[src/rtl/variable_node_unit_if.sv]
// Edge bus between a variable-node unit and its check nodes, plus the
// channel-load and stop controls that drive each frame.
interface variable_node_unit_if #(
  parameter int weight = 3,
  parameter int length = 15
);
  logic [length-1:0]        channel_value_input;
  logic                     channel_load;
  logic                     decision_success;
  logic [weight*length-1:0] check_value_input;
  logic [weight-1:0]        check_enable_input;
  logic [weight*length-1:0] variable_value_output;
  logic [weight-1:0]        variable_enable_output;
  logic                     decision_bit;
  logic                     decision_valid;

  modport master (
    output channel_value_input, channel_load, decision_success,
           check_value_input, check_enable_input,
    input  variable_value_output, variable_enable_output,
           decision_bit, decision_valid
  );

  modport slave (
    input  channel_value_input, channel_load, decision_success,
           check_value_input, check_enable_input,
    output variable_value_output, variable_enable_output,
           decision_bit, decision_valid
  );
endinterface

[src/rtl/variable_node_unit.sv]
// Min-sum LDPC variable node: sums the channel LLR with all check messages and
// returns one symmetrically saturated extrinsic message per edge, serially.
module variable_node_unit #(
  parameter int weight = 3,
  parameter int length = 15
) (
  input  logic                 clk,
  input  logic                 rst,
  variable_node_unit_if.slave  bus
);
  localparam int ACC_W = length + $clog2(weight + 1) + 1;
  localparam int JW    = (weight > 1) ? $clog2(weight) : 1;
  localparam logic [JW-1:0] J_LAST = JW'(weight - 1);
  localparam logic signed [ACC_W-1:0] SAT_HI = ACC_W'((2 ** (length - 1)) - 1);
  localparam logic signed [ACC_W-1:0] SAT_LO = -SAT_HI;

  typedef enum logic [2:0] {IDLE, LOAD, WAIT_CHECK, SUM, UPDATE} state_t;

  state_t                   state, state_nxt;
  logic signed [length-1:0] chan;
  logic signed [length-1:0] chk [weight];
  logic signed [ACC_W-1:0]  acc;
  logic [JW-1:0]            j;
  logic                     armed;
  logic signed [length-1:0] v_msg [weight];
  logic [weight-1:0]        v_en;
  logic                     dec_bit;
  logic                     dec_vld;
  logic                     all_en;
  logic                     trigger;

  function automatic logic signed [ACC_W-1:0] sext(input logic signed [length-1:0] x);
    return {{(ACC_W - length){x[length-1]}}, x};
  endfunction

  // Symmetric clamp: the most-negative code is never produced.
  function automatic logic signed [length-1:0] sat(input logic signed [ACC_W-1:0] x);
    if (x > SAT_HI) return SAT_HI[length-1:0];
    if (x < SAT_LO) return SAT_LO[length-1:0];
    return x[length-1:0];
  endfunction

  assign all_en  = &bus.check_enable_input;
  assign trigger = (state == WAIT_CHECK) && !bus.channel_load &&
                   !bus.decision_success && armed && all_en;

  always_ff @(posedge clk or negedge rst) begin
    if (!rst) state <= IDLE;
    else      state <= state_nxt;
  end

  always_comb begin
    state_nxt = state;
    if (bus.channel_load) begin
      state_nxt = LOAD;
    end else begin
      case (state)
        IDLE:       state_nxt = IDLE;
        LOAD:       state_nxt = WAIT_CHECK;
        WAIT_CHECK: begin
          if (bus.decision_success) state_nxt = IDLE;
          else if (trigger)         state_nxt = SUM;
        end
        SUM:        if (j == J_LAST) state_nxt = UPDATE;
        UPDATE:     if (j == J_LAST) state_nxt = WAIT_CHECK;
        default:    state_nxt = IDLE;
      endcase
    end
  end

  // Message storage carries no reset; it is always written before use.
  always_ff @(posedge clk) begin
    if (bus.channel_load) chan <= bus.channel_value_input;
    if (trigger) begin
      for (int k = 0; k < weight; k++)
        chk[k] <= bus.check_value_input[k*length +: length];
    end
  end

  always_ff @(posedge clk or negedge rst) begin
    if (!rst) begin
      acc     <= '0;
      j       <= '0;
      armed   <= 1'b0;
      v_en    <= '0;
      dec_bit <= 1'b0;
      dec_vld <= 1'b0;
      for (int k = 0; k < weight; k++) v_msg[k] <= '0;
    end else begin
      dec_vld <= 1'b0;
      if (bus.channel_load) begin
        j <= '0;
      end else begin
        case (state)
          LOAD: begin
            for (int k = 0; k < weight; k++) v_msg[k] <= sat(sext(chan));
            v_en  <= '1;
            armed <= 1'b0;
            j     <= '0;
          end
          WAIT_CHECK: begin
            // A low enable bit re-arms, so a held all-ones bus cannot retrigger.
            if (!all_en) armed <= 1'b1;
            if (trigger) begin
              acc  <= sext(chan);
              j    <= '0;
              v_en <= '0;
            end
          end
          SUM: begin
            acc <= acc + sext(chk[j]);
            j   <= (j == J_LAST) ? '0 : j + JW'(1);
          end
          UPDATE: begin
            v_msg[j] <= sat(acc - sext(chk[j]));
            v_en[j]  <= 1'b1;
            if (j == '0) begin
              dec_bit <= acc[ACC_W-1];
              dec_vld <= 1'b1;
            end
            if (j == J_LAST) begin
              j     <= '0;
              armed <= 1'b0;
            end else begin
              j <= j + JW'(1);
            end
          end
          default: ;
        endcase
      end
    end
  end

  for (genvar g = 0; g < weight; g++) begin : g_pack
    assign bus.variable_value_output[g*length +: length] = v_msg[g];
  end
  assign bus.variable_enable_output = v_en;
  assign bus.decision_bit           = dec_bit;
  assign bus.decision_valid         = dec_vld;
endmodule
[src/flat_wrapper.sv]
// flat-port wrapper written by rule: the top's interface ports become plain ports
module variable_node_unit_flat 
#(
  parameter int weight = 3,
  parameter int length = 15
)
  (clk, rst, bus_channel_value_input, bus_channel_load, bus_decision_success, bus_check_value_input, bus_check_enable_input, bus_variable_value_output, bus_variable_enable_output, bus_decision_bit, bus_decision_valid);
  variable_node_unit_if #(.weight(weight), .length(length)) bus_i ();
  input  logic clk;
  input  logic rst;
  input wire logic [$bits(bus_i.channel_value_input)-1:0] bus_channel_value_input;
  input wire logic [$bits(bus_i.channel_load)-1:0] bus_channel_load;
  input wire logic [$bits(bus_i.decision_success)-1:0] bus_decision_success;
  input wire logic [$bits(bus_i.check_value_input)-1:0] bus_check_value_input;
  input wire logic [$bits(bus_i.check_enable_input)-1:0] bus_check_enable_input;
  output wire logic [$bits(bus_i.variable_value_output)-1:0] bus_variable_value_output;
  output wire logic [$bits(bus_i.variable_enable_output)-1:0] bus_variable_enable_output;
  output wire logic [$bits(bus_i.decision_bit)-1:0] bus_decision_bit;
  output wire logic [$bits(bus_i.decision_valid)-1:0] bus_decision_valid;
  assign bus_i.channel_value_input = bus_channel_value_input;
  assign bus_i.channel_load = bus_channel_load;
  assign bus_i.decision_success = bus_decision_success;
  assign bus_i.check_value_input = bus_check_value_input;
  assign bus_i.check_enable_input = bus_check_enable_input;
  assign bus_variable_value_output = bus_i.variable_value_output;
  assign bus_variable_enable_output = bus_i.variable_enable_output;
  assign bus_decision_bit = bus_i.decision_bit;
  assign bus_decision_valid = bus_i.decision_valid;
  variable_node_unit #(.weight(weight), .length(length)) u_core (.clk(clk), .rst(rst), .bus(bus_i));
endmodule
[config.mk]
export PLATFORM = sky130hd
export DESIGN_NAME = variable_node_unit_flat
export DESIGN_NICKNAME = d
export VERILOG_FILES = /design/src/rtl/variable_node_unit_if.sv /design/src/rtl/variable_node_unit.sv /design/src/flat_wrapper.sv
export SDC_FILE = /design/constraint.sdc
export NUM_CORES = 1
export LEC_CHECK = 0
export BUFFER_PORTS_ARGS = -buffer_cell sky130_fd_sc_hd__buf_2
export CAP_MARGIN = 20
export CORE_MARGIN = 2
export CORE_UTILIZATION = 40
export DETAILED_ROUTE_END_ITERATION = 10
export GPL_TIMING_DRIVEN = 0
export PLACE_DENSITY_LB_ADDON = 0.2
export SYNTH_ARGS = -nofsm -noshare
export SYNTH_HDL_FRONTEND = slang
export SYNTH_SLANG_ARGS = --single-unit
[constraint.sdc]
create_clock -name clk -period 7 [get_ports clk]
set_input_delay 0.7 -clock clk [delete_from_list [all_inputs] [get_ports clk]]
set_output_delay 0.7 -clock clk [all_outputs]
set_load 0.01 [all_outputs]
==> impl_metrics.env <==
export IMPL_power_density_nw_per_um2=483
export IMPL_routed_wl_um=20900
export IMPL_total_power_uw=4500
export IMPL_worst_path_max_fanout=10
export IMPL_drc=0
export IMPL_fmax_mhz=171
export IMPL_slowest_delay_ns=0.68
export IMPL_leakagePower_uw=0.00393
export IMPL_clkSinkCount=134
export IMPL_cap_viol_max_count=0
export IMPL_die_w_um=143
export IMPL_period_minus_slack_ns=5.85
export IMPL_drt_initial_drc_count=450
export IMPL_skew_ns=0.0105
export IMPL_wire_per_inst_um=17.4
export IMPL_dr_pass1_iters=6
export IMPL_end_kind="flop"
export IMPL_root_buffer="clkbuf_16"
export IMPL_synth_most_common_cell="nand2_1"
export IMPL_yosysTopAreaCellShare_pct=23.8
export IMPL_setup_viol_count_final=0
export IMPL_post_place_cells=1172
export IMPL_drive_above_1_share_pct=18.5
export IMPL_slew_headroom_pct=45.3
export IMPL_synth_seq_cells=134
export IMPL_cts_buffer_depth=2
export IMPL_rows=50
export IMPL_startpoint_type="flop"
export IMPL_gp_congestion=0.896
export IMPL_overflow=0
export IMPL_instances_no_fill=1204
export IMPL_yosys_top_cells_count="86 x nand2_1, 74 x dfrtp_1, 72 x nor2_1"
export IMPL_syn_area_um2=7770
export IMPL_yosysWarningCount=0
export IMPL_die_height_um=143
export IMPL_period_share_pct=83.6
export IMPL_ant_nets=0
export IMPL_clkLatencyLatePin_ns=0.42
export IMPL_cts_hold_buf=0
export IMPL_cts_setup_buffers=0
export IMPL_critPathKind="reg -> reg"
export IMPL_die_area_um2=20600
export IMPL_grt_setup_unrepaired="false"
export IMPL_dp_hpwl_um=16100
export IMPL_synth_cells=794
export IMPL_cts_resized=0
export IMPL_grt_pass1_vias=6292
export IMPL_grt_use_total_pct=21.2
export IMPL_synth_nets=904
export IMPL_grt_pass1_wl_um=33300
export IMPL_nets=1041
export IMPL_cp_required_ns=7.30
export IMPL_hold_class="in -> async"
export IMPL_outcome="finished clean"
export IMPL_grt_antenna_before_repair=0
export IMPL_cts_max_level=4
export IMPL_start_util_pct=41.1
export IMPL_synth_top_cell_by_area="dfrtp_1"
export IMPL_slowest_stage="buf_1"
export IMPL_via_per_inst=5.40
export IMPL_core_area_um2=18900
export IMPL_yosysUniqueCellTypes=76
export IMPL_num_vias=6502
export IMPL_final_max_slew_viol_count=0
export IMPL_arrival_ns=6.15
export IMPL_async_reset_ff_share_pct=55.2
export IMPL_ys_flop_type="dfrtp_1"
export IMPL_n_antenna_cell=0
export IMPL_hold_viol=0
export IMPL_syn_to_final_growth_pct=19.8
export IMPL_grt_max_degree=54
export IMPL_numCtsBuffers=17
export IMPL_cts_tree="done"
export IMPL_syn_avg_cell_area_um2=9.79
export IMPL_path_cells="buf_1, buf_1, mux2i_1, o21ai_0, ha_1, fa_1, nand2b_4, a21o_1, a21o_1, a21oi_1, mux2_2, or2_0, o31ai_1, buf_2, and3_1, a21oi_1"
export IMPL_io_pins=117
export IMPL_ys_seq_area_share_pct=47.0
export IMPL_tns_ns=0
export IMPL_synth_edf_count=60
export IMPL_synth_area_leaders="dfrtp_1 24%, edfxtp_1 23%, ha_1 6.6%"
export IMPL_peakVddDrop_mv=0.216
export IMPL_portBuffers=116
export IMPL_clkTransAtPathRegs_ns=0.06
export IMPL_tightest_slew_ns=0.800
==> critical path, delay by kind of cell (launching register included) <==
| family | cells | cell delay, ns |
|---|---|---|
| flops | 1 | 0.43 |
| simple gates | 3 | 0.66 |
| buf+inv | 3 | 1.60 |
| fa+ha+maj | 2 | 0.74 |
| compound gates | 6 | 1.60 |
| mux | 2 | 0.67 |
==> per-layer routing <==
metal	vias up	wire length, um	track usage, %
li1	3187	-	-
met1	3028	9790	28.9
met2	242	9170	32.8
met3	45	1290	4.53
met4	0	644	8.57
met5	-	0	0
==> final cells by class <==
cell class,count,area (um^2)
Buffer,31,126
Clock buffer,23,510
Inverter,44,165
Clock inverter,9,63.8
Multi-Input combinational cell,585,3840
Tap cell,260,325
Fill cell,1825,9580
Timing Repair Buffer,118,631
Sequential cell,134,3650
==> placed cells by master (no fill, tap or decap), types with 6 or more instances in the layout <==
master and n:
dfrtp_1 74, o211ai_1 9, clkbuf_1 26, a211oi_1 9, xnor2_1 18, ha_1 41
o21a_1 16, a21oi_1 62, edfxtp_1 60, nand2_1 86, buf_2 117, nand3_1 8
nor2b_1 9, o21ai_0 58, or3_1 8, inv_1 44, a41oi_1 12, nor3_1 11
o22ai_1 11, nand2b_1 8, a21o_1 8, and3_1 6, nor2_1 71, a31oi_1 13
clkbuf_16 19, mux2i_1 18, nor4_1 9
==> worst paths after layout <==
kind | startpoint | end | slack (ns) | depth (start not counted)
max | u_core.j[0] | u_core.bus.variable_value_output[8] | 1.15 | 16
min | rst | u_core.bus.variable_value_output[36] | 0.17 | 1
max reg2reg | u_core.j[0] | u_core.bus.variable_value_output[8] | 1.15 | 16
min reg2reg | u_core.bus.variable_value_output[14] | u_core.bus.variable_value_output[14] | 0.48 | 2
max in group asynchronous | rst | u_core.acc[14] | 6.25 | 2
min in group clk | bus_channel_value_input[0] | u_core.chan[0] | 0.45 | 1
==> registers in the layout, indices dropped and copies added (netlist names), 2 cells and up <==
register / flops
u_core.state: 3
u_core.bus.variable_value_output: 45
u_core.chan: 15
u_core.chk: 45
u_core.j: 2
u_core.acc: 18
u_core.bus.variable_enable_output: 3
==> logic make-up (layout without fill, tap and decap cells) <==
family	after synthesis	in the layout	share of synthesized area, %
and+or+nand+nor	244	244	15.0
xor gates and xnor gates	24	24	2.95
buffers and inverters	75	225	3.75
muxes	21	21	2.75
adders and majority gates	43	43	7.11
AOI/OAI and AO/OA	253	253	21.5
DFF	134	134	47.0
==> metrics by stage <==
step | setup slack [ns] | cell area [um^2] | util [%] | hold WS (ns)
CTS | 1.15 | 9310 | 49.3 | 0.181
global route | 0.750 | 9310 | 49.3 | 0.195
finish | 1.15 | 9310 | 49.3 | 0.173
floorplan | 2.48 | 7770 | - | 0.404
detailed placement | 1.17 | 8740 | 46.2 | 0.466
global placement | 0.804 | 8680 | 45.9 | 0.456
==> where the power goes <==
group / internal (uW) / switching [uW]
Clock: 515 / 346
Combinational: 921 / 1510
Sequential: 1040 / 163
Power figures use the tool's default switching activity.
